File: src/rtl/tdc_stream_sequencer_pkg.sv
// Shared constants, state encoding and the sentinel clamp for the TDC stream sequencer.
package tdc_stream_sequencer_pkg;

  localparam int Np                = 10;
  localparam int PIXEL_NUM_PER_RAM = 3;
  localparam int DATA_NUM          = 2;

  localparam int CNT_W   = $clog2(DATA_NUM + 1);
  localparam int SLOT_W  = (DATA_NUM > 1) ? $clog2(DATA_NUM) : 1;
  localparam int DRAIN_N = PIXEL_NUM_PER_RAM * DATA_NUM;
  localparam int IDX_W   = (DRAIN_N > 1) ? $clog2(DRAIN_N) : 1;

  localparam logic [Np-1:0] NO_HIT = '1;

  typedef enum logic [1:0] {
    IDLE    = 2'd0,
    COLLECT = 2'd1,
    DRAIN   = 2'd2
  } state_t;

  // A real timestamp must never alias the empty-slot marker.
  function automatic logic [Np-1:0] clamp_hit(input logic [Np-1:0] d);
    return (d == NO_HIT) ? (NO_HIT - 1'b1) : d;
  endfunction

endpackage

File: src/rtl/tdc_stream_sequencer_slots.sv
// Per-pixel timestamp store: DATA_NUM slots filled in arrival order, with overflow strobe.
module tdc_pixel_slots
  import tdc_stream_sequencer_pkg::*;
(
  input  logic              clk,
  input  logic              res,
  input  logic              i_clear,
  input  logic              i_capture,
  input  logic              i_valid,
  input  logic [Np-1:0]     i_data,
  input  logic [SLOT_W-1:0] i_rd_idx,
  output logic [Np-1:0]     o_rd_data,
  output logic              o_ovf
);

  logic [Np-1:0]    r_slot [DATA_NUM];
  logic [CNT_W-1:0] r_cnt;
  logic             w_hit;
  logic             w_full;

  assign w_hit  = i_capture & i_valid;
  assign w_full = (r_cnt == CNT_W'(DATA_NUM));

  always_ff @(posedge clk or negedge res) begin
    if (!res) begin
      for (int i = 0; i < DATA_NUM; i++) r_slot[i] <= NO_HIT;
      r_cnt <= '0;
    end else if (i_clear) begin
      for (int i = 0; i < DATA_NUM; i++) r_slot[i] <= NO_HIT;
      r_cnt <= '0;
    end else if (w_hit && !w_full) begin
      for (int i = 0; i < DATA_NUM; i++) begin
        if (r_cnt == CNT_W'(i)) r_slot[i] <= clamp_hit(i_data);
      end
      r_cnt <= r_cnt + 1'b1;
    end
  end

  assign o_rd_data = r_slot[i_rd_idx];
  assign o_ovf     = w_hit & w_full;

endmodule

File: src/rtl/tdc_stream_sequencer.sv
// Collects per-pixel TDC hits during a window, then drains them as a dense wrEn/data stream.
//   state   | meaning
//   IDLE    | waiting for acqStart; slots cleared on the accepting edge
//   COLLECT | capturing hits per pixel until acqEnd
//   DRAIN   | emitting PIXEL_NUM_PER_RAM*DATA_NUM words, pixel-major
module tdc_stream_sequencer
  import tdc_stream_sequencer_pkg::*;
(
  input  logic                         clk,
  input  logic                         res,
  input  logic                         acqStart,
  input  logic                         acqEnd,
  input  logic [PIXEL_NUM_PER_RAM-1:0] evValid,
  input  logic [Np-1:0]                evData [PIXEL_NUM_PER_RAM],
  input  logic                         flagClr,
  output logic                         wrEn,
  output logic [Np-1:0]                data,
  output logic                         busy,
  output logic                         frameDone,
  output logic                         hitOvf,
  output logic                         acqOvr
);

  state_t                       r_state;
  logic [IDX_W-1:0]             r_idx;
  logic                         r_wr_en;
  logic [Np-1:0]                r_data;
  logic                         r_busy;
  logic                         r_frame_done;
  logic                         r_hit_ovf;
  logic                         r_acq_ovr;

  logic                         w_clear;
  logic                         w_capture;
  logic                         w_last;
  logic [SLOT_W-1:0]            w_slot;
  logic [PIXEL_NUM_PER_RAM-1:0] w_pix_hot;
  logic [Np-1:0]                w_word;
  logic [Np-1:0]                w_rd_data [PIXEL_NUM_PER_RAM];
  logic [PIXEL_NUM_PER_RAM-1:0] w_ovf;

  assign w_clear   = (r_state == IDLE) && acqStart;
  assign w_capture = (r_state == COLLECT);
  assign w_last    = (r_idx == IDX_W'(DRAIN_N - 1));

  for (genvar p = 0; p < PIXEL_NUM_PER_RAM; p++) begin : g_pix
    tdc_pixel_slots u_slots (
      .clk       (clk),
      .res       (res),
      .i_clear   (w_clear),
      .i_capture (w_capture),
      .i_valid   (evValid[p]),
      .i_data    (evData[p]),
      .i_rd_idx  (w_slot),
      .o_rd_data (w_rd_data[p]),
      .o_ovf     (w_ovf[p])
    );
  end

  // Split the flat drain index into a shared slot address and a one-hot pixel select.
  always_comb begin
    w_slot    = '0;
    w_pix_hot = '0;
    for (int p = 0; p < PIXEL_NUM_PER_RAM; p++) begin
      for (int s = 0; s < DATA_NUM; s++) begin
        if (r_idx == IDX_W'(p * DATA_NUM + s)) begin
          w_slot       = SLOT_W'(s);
          w_pix_hot[p] = 1'b1;
        end
      end
    end
  end

  always_comb begin
    w_word = '0;
    for (int p = 0; p < PIXEL_NUM_PER_RAM; p++) begin
      if (w_pix_hot[p]) w_word = w_rd_data[p];
    end
  end

  always_ff @(posedge clk or negedge res) begin
    if (!res) begin
      r_state      <= IDLE;
      r_idx        <= '0;
      r_wr_en      <= 1'b0;
      r_data       <= '0;
      r_busy       <= 1'b0;
      r_frame_done <= 1'b0;
    end else begin
      r_wr_en      <= 1'b0;
      r_data       <= '0;
      r_frame_done <= 1'b0;
      case (r_state)
        IDLE: begin
          if (acqStart) begin
            r_state <= COLLECT;
            r_busy  <= 1'b1;
          end
        end
        COLLECT: begin
          if (acqEnd) begin
            r_state <= DRAIN;
            r_idx   <= '0;
          end
        end
        DRAIN: begin
          r_wr_en      <= 1'b1;
          r_data       <= w_word;
          r_frame_done <= w_last;
          if (w_last) begin
            r_state <= IDLE;
            r_busy  <= 1'b0;
            r_idx   <= '0;
          end else begin
            r_idx <= r_idx + 1'b1;
          end
        end
        default: begin
          r_state <= IDLE;
          r_busy  <= 1'b0;
          r_idx   <= '0;
        end
      endcase
    end
  end

  // Sticky flags: a set event on the same edge as flagClr keeps the flag set.
  always_ff @(posedge clk or negedge res) begin
    if (!res) begin
      r_hit_ovf <= 1'b0;
      r_acq_ovr <= 1'b0;
    end else begin
      if (|w_ovf)       r_hit_ovf <= 1'b1;
      else if (flagClr) r_hit_ovf <= 1'b0;
      if (acqStart && (r_state != IDLE)) r_acq_ovr <= 1'b1;
      else if (flagClr)                  r_acq_ovr <= 1'b0;
    end
  end

  assign wrEn      = r_wr_en;
  assign data      = r_data;
  assign busy      = r_busy;
  assign frameDone = r_frame_done;
  assign hitOvf    = r_hit_ovf;
  assign acqOvr    = r_acq_ovr;

endmodule

File: config.mk
export PLATFORM = sky130hd
export DESIGN_NAME = tdc_stream_sequencer
export DESIGN_NICKNAME = d
export VERILOG_FILES = /design/src/rtl/tdc_stream_sequencer_pkg.sv /design/src/rtl/tdc_stream_sequencer_slots.sv /design/src/rtl/tdc_stream_sequencer.sv
export SDC_FILE = /design/constraint.sdc
export NUM_CORES = 1
export LEC_CHECK = 0
export CELL_PAD_IN_SITES_DETAIL_PLACEMENT = 1
export CELL_PAD_IN_SITES_GLOBAL_PLACEMENT = 2
export CORE_MARGIN = 2
export CORE_UTILIZATION = 40
export DETAILED_ROUTE_END_ITERATION = 8
export PLACE_DENSITY_LB_ADDON = 0.08
export SLEW_MARGIN = 20
export SYNTH_ARGS = -nofsm -noshare
export SYNTH_HDL_FRONTEND = slang
export SYNTH_SLANG_ARGS = --single-unit
File: constraint.sdc
create_clock -name clk -period 5.62 [get_ports clk]
set_clock_uncertainty 0.2 [all_clocks]
set_input_delay 0.562 -clock clk [delete_from_list [all_inputs] [get_ports clk]]
set_output_delay 0.562 -clock clk [all_outputs]
set_load 0.005 [all_outputs]
==> qor.yml <==
post-place-ws_ps: 2637
synth_area_leaders: "dfstp_2 (35%), dfrtp_1 (14%), o22a_1 (11%), a221oi_1 (3.5%), ha_1 (2.8%)"
hp-class: "flop to flop"
insertion_delay_ps: 370
min_period_over_period_pct: 48.24
placed_area_mm2: 0.005045
max_cap_violations: 0
grt_pass1_vias: 3340
routedWlPerCell_um: 20.29
grt_max_degree: 54
netlist_area_mm2: 0.004493
period_minus_slack_ps: 2711
synthArstFlopShare_pct: 100.0
yosys.area_share.simple_pct: 13.00
synth_top_family_by_area: "compound AO/OA/AOI/OAI gates"
fp.dieH_um: 110.0
cts_made_buffers: 9
synthFlopType: "dfstp_2"
syn_inst: 366
synth.most_common_cell: "dfstp_2"
crit_type: "flop to flop"
placed_cells: 541
antenna_found_initial: 0
power.density_mw_per_mm2: 519.7
cts_tree: "yes"
status: "completed"
synthesis.yosys.warnings: 0
fin_tns_setup_ps: 0
synth-xor-area-share_pct: 0.1949
crit_family: "flip-flops"
first_pass_iters: 4
route.detailed.drc: 0
critPathArrivalTime_ps: 2720
ant_nets: 0
avgSynthCellArea_um2: 12.28
clock-root-buffer: "clkbuf_8"
required_ps: 5630
ys_top_cells_by_count: "dfstp_2 (60), o22a_1 (54), dfrtp_1 (26)"
place.port_buffers: 52
clkSinkCount: 86
finalWorstSetupSlack_ps: 2909
p_leak_nw: 1.977
synth-edff-count: 0
crit_fanout: 31
dp_hpwl_um: 7882
synthToLayoutAreaGrowth_pct: 17.29
cp_slowest_cell: "dfrtp_1"
n_fill_cell: 1204
hold_violations: 0
synth-seq-cells: 86
die_area_mm2: 0.01210
slowest_delay_ps: 900
synth_compound_area_share_pct: 24.64
seq_area_frac_synth_pct: 49.57
ios: 53
gr-total-overflow: 0
drv_slew: 0
final_util_pct: 48.40
start_util_pct: 41.27
grt_pass1_wl_um: 18530
die_w_um: 110.0
drive_gt1_share_pct: 27.51
clockBufferDepth: 2
htreeDepth: 3
synth_top_area_cell: "dfstp_2"
core-area_mm2: 0.01089
finalNetCount: 461
crit_chain: "and2_1, ha_2, nor2_4, a221oi_1, a221oi_1"
final_area_mm2: 0.005270
ctsResizeCount: 0
max_freq_ghz: 0.3689
num_rows: 38
wirelength_um: 11320
critPathLaunchType: "flop"
synthAdderAreaFrac_pct: 2.785
track_usage_pct: 20.43
yosysUniqueCellTypes: 47
synthMuxAreaShare_pct: 4.901
antenna_cells: 0
cts_setup_buffers: 0
cts.clk_slew.worst_paths_ps: 90
worstMarginPinSlew_ps: 890.4
viasPerCell: 5.754
drtIter0Drc: 102
slew_headroom_pct: 40.37
endpoint_kind: "flop"
rsz0062_at_grt: "no"
setup_viol: 0
synth_fp_nets: 414
ir_worst_vdd_v: 0.0001711
num_vias: 3211
netlist.area_leader.share_pct: 35.09
worst_path_most_repeated_cell: "a221oi_1"
crit_buf_inv: 0
gp_congestion: 0.7359
instances_no_fill: 558
-- layout make-up --
type / count / area (um2) / area share (%)
multi-input combinational: 245 / 2048 / 38.87
tap: 140 / 175.2 / 3.324
sequential: 86 / 2227 / 42.26
clock inverter: 6 / 85.08 / 1.614
inverter: 15 / 56.30 / 1.068
clock buffer: 10 / 127.6 / 2.422
timing repair buffer: 56 / 550.5 / 10.45
-- cells by family (layout without fill, tap and decap cells) --
kind of cell               Yosys count  in the layout
muxes                               20             20
DFF                                 86             86
AOI/OAI and AO/OA                  136            136
buffers and inverters               35             87
xor gates and xnor gates             1              1
and+or+nand+nor                     78             78
adders and majority gates           10             10
-- power breakdown --
part           switching [W]  internal [W]
sequential          0.000175      0.000951
combinational       0.000574      0.000557
clock               0.000231      0.000250
total               0.000980       0.00176
-- flip-flops by register name (all words and copies together), names as in the netlist --
name                  count
r_idx                     3
frameDone                 1
g_pix.u_slots.r_slot     60
data                     10
acqOvr                    1
busy                      1
g_pix.u_slots.r_cnt       6
wrEn                      1
hitOvf                    1
r_state                   2
-- metal layers --
metal	up-vias	track usage (%)	share of wire [%]
li1	1508	-	-
met1	1641	29.89	52
met2	50	30.81	44
met3	12	2.704	2.4
met4	0	7.595	1.7
met5	-	0	0
-- cell usage in the layout (no fill, tap or decap), types with 2 or more instances in the layout --
cell type / netlist / layout
a221oi_2: 2 / 2
buf_4: 8 / 4
mux2_2: 8 / 8
nand2_1: 15 / 15
and2b_1: 2 / 2
bufinv_16: 0 / 2
dfrtp_1: 26 / 26
nand2_2: 4 / 4
and4bb_1: 2 / 2
a221oi_1: 18 / 18
o22a_1: 54 / 54
dfstp_2: 60 / 60
ha_1: 10 / 9
o21a_1: 10 / 10
nand4_1: 3 / 3
clkinv_2: 0 / 2
mux2i_1: 10 / 10
mux2_4: 2 / 2
o22ai_1: 2 / 2
nand4b_2: 6 / 6
o211ai_1: 6 / 6
o21ai_0: 20 / 20
o21ai_1: 2 / 2
nand3b_1: 2 / 2
a21oi_4: 6 / 6
o31ai_1: 5 / 5
nand3_2: 2 / 2
inv_1: 15 / 15
clkdlybuf4s50_1: 0 / 51
and4bb_2: 3 / 3
and2_1: 13 / 13
nand3_1: 3 / 3
nor2_1: 4 / 4
clkbuf_8: 0 / 9
nand4bb_1: 3 / 3
nand2b_1: 4 / 4
nor4bb_1: 8 / 8
a21oi_1: 7 / 7
-- final timing paths --
kind                            slack, ps                     endpoint                        start  cells past startpoint
worst min register to register        310  g_pix[2].u_slots.r_slot[11]  g_pix[2].u_slots.r_slot[11]                      1
worst max register to register       2910                      data[8]                     r_idx[1]                      5
worst min-delay path                  310  g_pix[2].u_slots.r_slot[11]  g_pix[2].u_slots.r_slot[11]                      1
min in group asynchronous             480                         wrEn                          res                      2
max in group asynchronous            3650                       hitOvf                          res                      3
worst max-delay path                 2910                      data[8]                     r_idx[1]                      5
-- repair_timing --
action	in CTS	in global routing
hold buffers	1	0
setup endpoints to repair	0	0
hold endpoints to repair	5	0
-- metrics by stage --
| step | hold WS, ps | total power [W] |
|---|---|---|
| final | 314.4 | 0.002739 |
| after CTS | 317.8 | 0.002764 |
| after floorplan | 66.41 | 0.001945 |
| after global routing | 324.1 | 0.002950 |
| after detailed placement | 287.2 | 0.002274 |
| after global placement | 299.0 | 0.002239 |
(Power assumes the default switching activity.)
